--- config.mk ---
export PLATFORM = sky130hd
export DESIGN_NAME = capture_ctrl
export DESIGN_NICKNAME = d
export VERILOG_FILES = /design/src/rtl/capture_ctrl.sv
export SDC_FILE = /design/constraint.sdc
export NUM_CORES = 1
export LEC_CHECK = 0
export ABC_AREA = 1
export BUFFER_PORTS_ARGS = -buffer_cell sky130_fd_sc_hd__buf_2
export CAP_MARGIN = 15
export CORE_UTILIZATION = 45
export DETAILED_ROUTE_END_ITERATION = 16
export GPL_ROUTABILITY_DRIVEN = 0
export PLACE_DENSITY_LB_ADDON = 0.05
export SLEW_MARGIN = 20
export SYNTH_ARGS = -nofsm -noshare
export SYNTH_HDL_FRONTEND = slang
export SYNTH_SLANG_ARGS = --single-unit
export TNS_END_PERCENT = 50
--- constraint.sdc ---
create_clock -name clk -period 4.8 [get_ports clk]
set_input_delay 0.48 -clock clk [delete_from_list [all_inputs] [get_ports clk]]
set_output_delay 0.48 -clock clk [all_outputs]
set_load 0.1 [all_outputs]
--- src/rtl/capture_ctrl.sv ---
// Purpose: arms on request, skips SKIP_FRAMES whole frames, then forwards one frame of pixel beats to a file writer while checking the frame geometry.
// Latency: one cycle from an accepted input beat to its wr_en/wr_data strobe.
// Backpressure: none on the pixel input; a wr_done from the writer stops the capture early.
module capture_ctrl #(
  parameter int DATA_WIDTH  = 8,
  parameter int IMG_WIDTH   = 640,
  parameter int IMG_HEIGHT  = 480,
  parameter int SKIP_FRAMES = 0
) (
  input  logic                  clk,
  input  logic                  rst,
  input  logic                  arm,
  input  logic                  s_valid,
  input  logic                  s_sof,
  input  logic                  s_eol,
  input  logic [DATA_WIDTH-1:0] s_data,
  input  logic                  wr_done,
  output logic                  wr_en,
  output logic [DATA_WIDTH-1:0] wr_data,
  output logic                  busy,
  output logic                  cap_done,
  output logic                  frame_err,
  output logic [31:0]           pix_cnt
);

  // Counter widths; the row counter never has to hold IMG_HEIGHT because
  // the last row ends the capture instead of wrapping.
  localparam int XW = (IMG_WIDTH > 2) ? $clog2(IMG_WIDTH) : 1;
  localparam int YW = (IMG_HEIGHT > 1) ? $clog2(IMG_HEIGHT) : 1;
  localparam int SW = (SKIP_FRAMES > 0) ? $clog2(SKIP_FRAMES + 1) : 1;

  localparam logic [XW-1:0] X_LAST    = XW'(IMG_WIDTH - 1);
  localparam logic [YW-1:0] Y_LAST    = YW'(IMG_HEIGHT - 1);
  localparam logic [SW-1:0] SKIP_LOAD = SW'(SKIP_FRAMES);

  typedef enum logic [2:0] {
    S_IDLE     = 3'd0,
    S_WAIT_SOF = 3'd1,
    S_SKIP     = 3'd2,
    S_CAPTURE  = 3'd3,
    S_DONE     = 3'd4,
    S_ERR      = 3'd5
  } state_t;

  state_t        state;
  state_t        state_nxt;

  // x/y hold the coordinate the next captured beat is expected to carry
  logic [XW-1:0] x;
  logic [YW-1:0] y;
  logic [SW-1:0] skip_cnt;

  // Per-cycle decode of what the current beat means in the current state
  logic          arm_ok;     // arm accepted from an idle-like state
  logic          first_hit;  // sof beat that becomes pixel (0,0)
  logic          skip_hit;   // sof beat of a frame that is discarded
  logic          cap_err;    // framing violation on a captured beat
  logic          cap_last;   // final pixel of the frame, clean
  logic          cap_stop;   // writer asked us to stop
  logic          do_write;   // beat is forwarded to the writer

  logic          at_x_last;
  logic          at_y_last;
  logic          at_origin;

  assign at_x_last = (x == X_LAST);
  assign at_y_last = (y == Y_LAST);
  assign at_origin = (x == '0) && (y == '0);

  // State register
  always_ff @(posedge clk) begin
    if (rst) begin
      state <= S_IDLE;
    end else begin
      state <= state_nxt;
    end
  end

  // Next-state selection; an error outranks completion and writer stop
  always_comb begin
    state_nxt = state;
    case (state)
      S_IDLE, S_DONE, S_ERR: begin
        if (arm_ok) begin
          state_nxt = S_WAIT_SOF;
        end
      end
      S_WAIT_SOF, S_SKIP: begin
        if (first_hit) begin
          state_nxt = S_CAPTURE;
        end else if (skip_hit) begin
          state_nxt = S_SKIP;
        end
      end
      S_CAPTURE: begin
        if (cap_err) begin
          state_nxt = S_ERR;
        end else if (cap_stop || cap_last) begin
          state_nxt = S_DONE;
        end
      end
      default: state_nxt = S_IDLE;
    endcase
  end

  // Output and event decode for the current state and input beat
  always_comb begin
    arm_ok    = 1'b0;
    first_hit = 1'b0;
    skip_hit  = 1'b0;
    cap_err   = 1'b0;
    cap_last  = 1'b0;
    cap_stop  = 1'b0;
    do_write  = 1'b0;
    busy      = 1'b0;
    case (state)
      S_IDLE, S_DONE, S_ERR: begin
        arm_ok = arm;
      end
      S_WAIT_SOF, S_SKIP: begin
        busy = 1'b1;
        // Only frame starts matter while waiting; everything else is dropped
        if (s_valid && s_sof) begin
          if (skip_cnt == '0) begin
            first_hit = 1'b1;
            do_write  = 1'b1;
          end else begin
            skip_hit = 1'b1;
          end
        end
      end
      S_CAPTURE: begin
        busy = 1'b1;
        if (s_valid) begin
          // eol must coincide exactly with the last column, and sof may
          // only appear on the origin pixel
          cap_err = (s_eol != at_x_last) || (s_sof && !at_origin);
        end
        if (!cap_err) begin
          if (wr_done) begin
            // a beat arriving alongside wr_done is not forwarded
            cap_stop = 1'b1;
          end else if (s_valid) begin
            do_write = 1'b1;
            cap_last = at_x_last && at_y_last;
          end
        end
      end
      default: ;
    endcase
  end

  // Write strobe, data, counters and sticky status flags
  always_ff @(posedge clk) begin
    if (rst) begin
      wr_en     <= 1'b0;
      wr_data   <= '0;
      cap_done  <= 1'b0;
      frame_err <= 1'b0;
      pix_cnt   <= '0;
      x         <= '0;
      y         <= '0;
      skip_cnt  <= '0;
    end else begin
      wr_en <= do_write;
      if (do_write) begin
        wr_data <= s_data;
        pix_cnt <= pix_cnt + 32'd1;
      end

      // A fresh arm starts a clean capture; results of the last one are
      // held until this point so software can read them
      if (arm_ok) begin
        skip_cnt  <= SKIP_LOAD;
        cap_done  <= 1'b0;
        frame_err <= 1'b0;
        pix_cnt   <= '0;
        x         <= '0;
        y         <= '0;
      end

      if (skip_hit) begin
        skip_cnt <= skip_cnt - SW'(1);
      end

      // Position tracking: the sof beat is column 0, so the next is column 1
      if (first_hit) begin
        x <= XW'(1);
        y <= '0;
      end else if (do_write) begin
        if (at_x_last) begin
          x <= '0;
          if (!at_y_last) begin
            y <= y + YW'(1);
          end
        end else begin
          x <= x + XW'(1);
        end
      end

      if (cap_last || cap_stop) begin
        cap_done <= 1'b1;
      end
      if (cap_err) begin
        frame_err <= 1'b1;
      end
    end
  end

  // A capture ends either cleanly or in error, never both
  a_flags_exclusive : assert property (@(posedge clk) disable iff (rst)
    !(cap_done && frame_err));

  // Nothing is ever written once a framing error has been seen
  a_err_silent : assert property (@(posedge clk) disable iff (rst)
    (state == S_ERR) |-> !wr_en);

  // Only the capture path may strobe the writer
  a_write_source : assert property (@(posedge clk) disable iff (rst)
    wr_en |-> ($past(state) inside {S_WAIT_SOF, S_SKIP, S_CAPTURE}));

endmodule

==> results of run 1 <==
## stage by stage
stage	hold slack (ns)	std cells
floorplan	0.424	601
global placement	0.437	747
detailed placement	0.438	747
CTS	0.311	763
global route	0.319	763
finish	0.318	763
## per-layer routing
layer  global-route usage  vias to the layer above
met4               0.0771                        0
met1                0.350                     1761
met3               0.0335                       12
li1                     -                     2056
met5                    0                        -
met2                0.350                      111
## cell families after synthesis
group | after synthesis | synth area share
fa+ha+maj | 5 | 0.0159
buf+inv | 72 | 0.0839
flops | 66 | 0.336
simple gates | 337 | 0.371
xor+xnor | 26 | 0.0578
compound gates | 95 | 0.136
## flip-flops by register name (all words and copies together), names as in the netlist
register / cells
state: 3
wr_en: 1
wr_data: 8
x: 10
skip_cnt: 1
pix_cnt: 32
frame_err: 1
cap_done: 1
y: 9
## worst paths after layout
check                                      startpoint                 endpoint  cells after the start
worst max-delay path                x[0]$_SDFFE_PP0P_  pix_cnt[5]$_SDFFE_PP0P_                     10
worst min-delay path                              rst         wr_en$_SDFF_PP0_                      2
worst max register to register      x[0]$_SDFFE_PP0P_  pix_cnt[5]$_SDFFE_PP0P_                     10
worst min register to register  skip_cnt$_SDFFE_PP0P_    skip_cnt$_SDFFE_PP0P_                      2
## cell usage in the layout (no fill, tap or decap), types with 2 or more instances in the layout
cell type	n
o31ai_1	2
xor2_1	15
buf_2	58
nor3_1	23
a31oi_1	2
xnor2_1	11
nand3_1	39
o21ai_1	6
nor2_2	2
a21oi_1	51
nand3_2	3
nand4_1	12
nand2_1	170
clkinvlp_4	2
inv_1	50
o21ai_2	4
o21ai_0	19
inv_2	3
a21oi_2	6
ha_1	5
dfxtp_1	66
nor2_4	2
nand2_2	2
nor2_1	76
clkbuf_8	10
## power breakdown
group	internal, mW	switching, mW	total, mW
registers	0.580	0.0203	0.600
clock network	0.257	0.235	0.492
logic	0.0940	0.435	0.529
## final cells by class
class	instances	area [sq um]	share of cell area
multi-input cells	463	2290	0.514
flip-flops and latches	66	1320	0.297
repair buffers	59	298	0.0670
inverters	54	204	0.0459
clock buffers	11	141	0.0318
well taps	105	131	0.0296
clock inverters	5	62.6	0.0141
==> impl_metrics.yaml, run 1 <==
drt:
  wl_met1_um: 5190
  drc: 0
  ant_nets: 0
  highest_layer: "met4"
  wl_per_cell_um: 13.2
  first_iter_violations: 247
  num_vias: 3940
  first_pass_iters: 5
  wl_met2_um: 4220
  avgViaCountPerCell: 5.16
  drt-total-wl_um: 10000
  dr_wl_met3_um: 513
worst_setup_path:
  cp-end-kind: "flip-flop"
  arrival_ns: 3.36
  ff2ff_setup_slack_ns: 1.67
  critical_path.top_delay_family: "simple AND/OR/NAND/NOR gates"
  crit_path_cell_trace: "ha_1 -> nand3_2 -> nor2_4 -> nand3_1 -> nand2_2 -> nand4_4 -> nand2_4 -> clkinv_2 -> o21ai_0 -> nor2_1"
  slowest_delay_ns: 0.72
  critPathMaxFanout: 67
  critPathKind: "flip-flop to flip-flop"
  crit_buf_inv: 1
  crit_required_ns: 5.04
  slowest_stage: "clkinv_2"
  crit_path_start_kind: "flip-flop"
cells_and_area:
  num_antenna_cells: 0
  area_delta_synth_final_pct: 12.9
  finalInstanceArea_sq_um: 4440
  fin_nets: 673
  fillerInstances: 857
  fin_util: 0.533
  drive_gt1_frac: 0.153
cts:
  cts_root_buffer: "clkbuf_8"
  clk_pin_slew_ns: 0.08
  cts_resized: 0
  clock_latency_ns: 0.35
  postCtsSetupBuffers: 0
  holdBufCountCts: 0
  cts_tree: "built"
  clockBufferDepth: 2
  cts_sinks: 66
  numCtsBuffers: 9
  htreeDepth: 3
logic_synthesis:
  synth_ff_type: "dfxtp_1"
  synthTopCellsByArea: "dfxtp_1 (34%), nand2_1 (16%), nor2_1 (7.2%)"
  ys_ff_latch: 66
  yosys-top-cells-count: "nand2_1 (170), nor2_1 (76), dfxtp_1 (66)"
  syn_area_sq_um: 3940
  yosysTopAreaCell: "dfxtp_1"
  synth_cell_types: 40
  synth.most_common_cell: "nand2_1"
  synth_top_area_frac: 0.336
  ys_seq_area_frac: 0.336
  yosysWarnings: 0
  synth.avg_cell_area_sq_um: 6.55
  syn_nets: 621
  synth_edf_count: 0
  async_flop_share: 0
  syn_inst: 601
global_routing:
  grt_usage: 0.237
  grt_max_degree: 68
  gr-total-overflow: 0
  grt_pass1_wl_um: 17000
  antenna_found_initial: 0
  grt_pass1_vias: 3603
die:
  die_h_um: 95.5
  rows: 33
  die_area_sq_um: 9130
  die_w_um: 95.5
  fp.coreArea_sq_um: 8340
  initial_utilization: 0.472
  io_pins: 59
sta:
  setup_tns_ns: 0
  finalSetupViolations: 0
  layout_setup_ws_ns: 1.67
  relSlewSlack: 0.501
  finalCritPeriodShare: 0.651
  fin_worst_skew_ns: 0.0107
  finalMaxSlewViolations: 0
  tightestPinTransition_ns: 0.749
  period_minus_slack_ns: 3.13
  max_freq_ghz: 0.320
  rsz0062_at_grt: "false"
  final_hold_viol_count: 0
run_status:
  status: "finished, final reports clean"
placed_design:
  dp_hpwl_um: 7090
  placed_cell_area_sq_um: 4240
  io_buffers: 58
  pre_cts_slack_ns: 1.68
pwr:
  p_leak_nw: 1.83
  power_density_nw_per_um2: 365
  total_power_mw: 1.62
  vdd_drop_max_v: 0.000280
worst_hold_path:
  hold_class: "input port to flip-flop"
run:
  maxCapViolCount: 0
Note: power is estimated with default switching activity, not from simulation.
==> inputs of run 2 (changes only) <==
Clock period 4.8 ns to 2.75 ns, I/O delays scaled along.
==> impl_metrics.yaml, run 2 (synthesis gave the netlist of run 1 again) <==
run_status:
  status: "finished, final reports clean"
worst_setup_path:
  critical_path.top_delay_family: "simple AND/OR/NAND/NOR gates"
  crit_path_cell_trace: "ha_1 -> nand3_2 -> nor2_4 -> nand3_1 -> nand2_2 -> nand4_4 -> nand2_4 -> clkinv_2 -> buf_12 -> nand3_1 -> a21oi_1"
  slowest_delay_ns: 0.39
  slowest_stage: "dfxtp_1"
  cp-end-kind: "flip-flop"
  crit_required_ns: 2.97
  cpMostUsedCell: "nand3_1"
  critPathKind: "flip-flop to flip-flop"
  crit_path_start_kind: "flip-flop"
  critPathMaxFanout: 23
  crit_buf_inv: 2
  arrival_ns: 2.46
sta:
  finalSetupViolations: 0
  period_minus_slack_ns: 2.24
  finalCritPeriodShare: 0.815
  final_hold_viol_count: 0
  rsz0062_at_grt: "false"
  fin_worst_skew_ns: 0.0122
  finalMaxSlewViolations: 0
  relSlewSlack: 0.543
  tightestPinTransition_ns: 0.684
  setup_tns_ns: 0
  max_freq_ghz: 0.446
cells_and_area:
  top_register: "pix_cnt"
  largest_reg_flops: 32
  regArea_sq_um: 1320
  final_common_cell: "nand2_1"
  finalInstanceArea_sq_um: 4500
  area_delta_synth_final_pct: 14.2
  num_antenna_cells: 0
  reg.largest.list: "pix_cnt (32), x (10), y (9)"
  drive_gt1_frac: 0.160
  fin_nets: 678
  fillerInstances: 919
  layout_common_cells: "nand2_1 (170), nor2_1 (76), dfxtp_1 (66)"
  multiInputGateArea_sq_um: 2290
cts:
  cts_root_buffer: "clkbuf_8"
  clock_latency_ns: 0.34
  cts_resized: 0
  cts_tree: "built"
  holdBufCountCts: 0
  cts_sinks: 66
  clk_pin_slew_ns: 0.07
  clockBufferDepth: 2
  numCtsBuffers: 9
  postCtsSetupBuffers: 0
  htreeDepth: 3
die:
  die_area_sq_um: 9130
  fp.coreArea_sq_um: 8340
  io_pins: 59
  initial_utilization: 0.472
  rows: 33
  die_w_um: 95.5
  die_h_um: 95.5
pwr:
  pwr-share-seq: 0.371
  p_leak_nw: 1.86
  clkPwrFrac: 0.287
  power_density_nw_per_um2: 629
  p_int_mw: 1.64
  vdd_drop_max_v: 0.000521
  netSwitchingPower_mw: 1.18
  switching_share: 0.419
  power_frac_comb: 0.342
global_routing:
  grt_max_degree: 67
  antenna_found_initial: 0
  grt_pass1_wl_um: 17500
  grt_usage: 0.244
  gr-total-overflow: 0
  grt_pass1_vias: 3670
drt:
  ant_nets: 0
  avgViaCountPerCell: 5.26
  wl_per_cell_um: 13.3
  drt-total-wl_um: 10200
  num_vias: 4032
  first_iter_violations: 229
  first_pass_iters: 5
  drc: 0
placed_design:
  placed_cell_area_sq_um: 4300
  dp_hpwl_um: 7420
  io_buffers: 58
worst_hold_path:
  hold_class: "input port to flip-flop"
run:
  maxCapViolCount: 0
## run 2: cell types whose count changed in the layout (fill, tap and decap cells not counted)
| cell | before | now |
|---|---|---|
| clkbuf_1 | 1 | 0 |
| clkinv_4 | 1 | 0 |
| buf_12 | 0 | 2 |
| buf_4 | 1 | 4 |
| clkinv_2 | 1 | 3 |
| inv_6 | 1 | 0 |
## run 2: area by class of cell
cell class | instances | share of cell area
repair buffers | 64 | 0.0802
multi-input cells | 463 | 0.508
clock buffers | 10 | 0.0306
inverters | 54 | 0.0454
flip-flops and latches | 66 | 0.294
clock inverters | 5 | 0.0122
well taps | 105 | 0.0292
## run 2: worst min-delay path, cell delays in order
cell	delay (ns)
buf_2	0.07
nor2_1	0.03
nor2_1	0.08
## run 2: path summary, 6_finish.rpt
check,slack [ns],cells after the start,startpoint,endpoint
worst max-delay path,0.51,11,x[0]$_SDFFE_PP0P_,y[5]$_SDFF_PP0_
worst min-delay path,0.16,3,s_data[6],wr_data[6]$_SDFFE_PP0P_
worst min register to register,0.45,2,skip_cnt$_SDFFE_PP0P_,skip_cnt$_SDFFE_PP0P_
worst max register to register,0.51,11,x[0]$_SDFFE_PP0P_,y[5]$_SDFF_PP0_
## run 2: power by group through the flow
stage | Sequential (mW) | Combinational (mW) | Clock [mW]
2_1_floorplan | 1.30 | 0.585 | 0
3_3_place_gp | 1.07 | 0.971 | 0
3_5_place_dp | 1.07 | 0.975 | 0
4_1_cts | 1.05 | 0.977 | 0.829
5_1_grt | 1.06 | 1.05 | 0.877
6_report | 1.05 | 0.968 | 0.811
## run 2: through the flow
step | instances | worst slack, ns | power [mW] | utilization | hold WS (ns)
6_report | 767 | 0.509 | 2.83 | 0.539 | 0.162
5_1_grt | 767 | 0.313 | 2.98 | 0.539 | 0.159
4_1_cts | 767 | 0.475 | 2.85 | 0.539 | 0.153
3_5_place_dp | 752 | 0.504 | 2.04 | 0.516 | 0.436
3_3_place_gp | 752 | 0.584 | 2.04 | 0.516 | 0.434
2_1_floorplan | 601 | 0.388 | 1.88 | - | 0.358
## run 2: routing by layer
metal / track usage / wire, um
met1: 0.369 / 5240
met2: 0.359 / 4350
met3: 0.0391 / 574
met4: 0.0560 / 57
met5: 0 / 0
==> inputs of run 3 (changes only) <==
Clock period 2.75 ns to 2.3 ns, I/O delays scaled along.
==> impl_metrics.yaml, run 3 (synthesis gave the netlist of run 1 again) <==
sta:
  period_minus_slack_ns: 2.10
  rsz0062_at_grt: "true"
  fin_worst_skew_ns: 0.00824
  finalSetupViolations: 0
  max_freq_ghz: 0.476
  final_hold_viol_count: 0
  finalMaxSlewViolations: 0
  finalCritPeriodShare: 0.913
  relSlewSlack: 0.666
  tightestPinTransition_ns: 0.504
  layout_setup_ws_ns: 0.200
cells_and_area:
  fin_nets: 682
  drive_gt1_frac: 0.168
  largest_reg_flops: 32
  num_antenna_cells: 0
  top_register: "pix_cnt"
  fillerInstances: 856
  layout_common_cells: "nand2_1 (170), nor2_1 (76), dfxtp_1 (63)"
  reg.largest.list: "pix_cnt (32), x (10), y (9)"
  area_delta_synth_final_pct: 14.7
  final_common_cell: "nand2_1"
cts:
  cts_root_buffer: "clkbuf_8"
  htreeDepth: 3
  cts_tree: "built"
  clock_latency_ns: 0.34
  clk_pin_slew_ns: 0.07
  numCtsBuffers: 9
  cts_sinks: 66
  postCtsSetupBuffers: 0
  cts_resized: 0
  holdBufCountCts: 0
  clockBufferDepth: 2
worst_setup_path:
  critPathMaxFanout: 32
  critPathKind: "flip-flop to flip-flop"
  cp-end-kind: "flip-flop"
  crit_required_ns: 2.57
  crit_path_start_kind: "flip-flop"
  arrival_ns: 2.38
die:
  initial_utilization: 0.472
  rows: 33
  die_h_um: 95.5
  die_area_sq_um: 9130
  die_w_um: 95.5
  io_pins: 59
  fp.coreArea_sq_um: 8340
drt:
  first_iter_violations: 263
  ant_nets: 0
  drt-total-wl_um: 10200
  drc: 0
  wl_per_cell_um: 13.3
  first_pass_iters: 4
  avgViaCountPerCell: 5.23
  num_vias: 4026
pwr:
  p_leak_nw: 1.89
  power_density_nw_per_um2: 755
  vdd_drop_max_v: 0.000573
  total_power_mw: 3.41
placed_design:
  pre_cts_slack_ns: 0.224
  dp_hpwl_um: 7450
  io_buffers: 58
global_routing:
  grt_pass1_vias: 3621
  antenna_found_initial: 0
  gr-total-overflow: 0
  grt_pass1_wl_um: 17400
  grt_usage: 0.245
  grt_max_degree: 34
run_status:
  status: "finished, final reports clean"
worst_hold_path:
  hold_class: "input port to flip-flop"
run:
  maxCapViolCount: 0
## run 3: area by class of cell
class,instances,area (sq um),area share
multi-input combinational,463,2290,0.506
clock inverter,3,40.0,0.00887
sequential,66,1330,0.293
tap,105,131,0.0291
inverter,54,204,0.0452
timing repair buffer,68,378,0.0837
clock buffer,11,151,0.0335
## run 3: routing by layer
metal	share of wire	wire, um	track usage	vias to the layer above
met3	0.058	593	0.0526	8
li1	-	-	-	2072
met5	0	0	0	-
met2	0.44	4480	0.376	116
met4	0.0075	77	0.0560	0
met1	0.50	5070	0.349	1830
## run 3: path summary, 6_finish.rpt
check | endpoint | from | slack (ns) | cells past startpoint
worst max-delay path | x[6]$_SDFFE_PP0P_ | x[0]$_SDFFE_PP0P_ | 0.20 | 10
worst min-delay path | wr_en$_SDFF_PP0_ | rst | 0.1 | 2
worst max register to register | x[6]$_SDFFE_PP0P_ | x[0]$_SDFFE_PP0P_ | 0.20 | 10
worst min register to register | skip_cnt$_SDFFE_PP0P_ | skip_cnt$_SDFFE_PP0P_ | 0.45 | 2
## run 3: per-stage QoR
| step | hold WS [ns] | utilization | cell area (sq um) | instances | TNS, ns |
|---|---|---|---|---|---|
| finish | 0.0960 | 0.541 | 4520 | 770 | 0 |
| global route | 0.0872 | 0.541 | 4520 | 770 | -0.178 |
| CTS | 0.0795 | 0.541 | 4520 | 770 | 0 |
| detailed placement | 0.439 | 0.518 | 4320 | 756 | 0 |
| global placement | 0.437 | 0.518 | 4320 | 756 | 0 |
| floorplan | 0.313 | - | 3940 | 601 | -0.00578 |
## run 3: critical path, stage by stage, from the launching register on
cell     delay (ns)
dfxtp_1        0.40
ha_1           0.22
nand3_2        0.14
nor2_4         0.15
nand3_1        0.10
nand2_2        0.12
nand4_4        0.11
nand2_4        0.12
buf_4          0.36
nand3_1        0.14
a21oi_1        0.16
## run 3: power breakdown
part	switching, mW	leakage (nW)	internal [mW]	total, mW
sequential	0.0416	0.535	1.21	1.25
clock	0.442	0.101	0.545	0.986
combinational	0.932	1.25	0.238	1.17
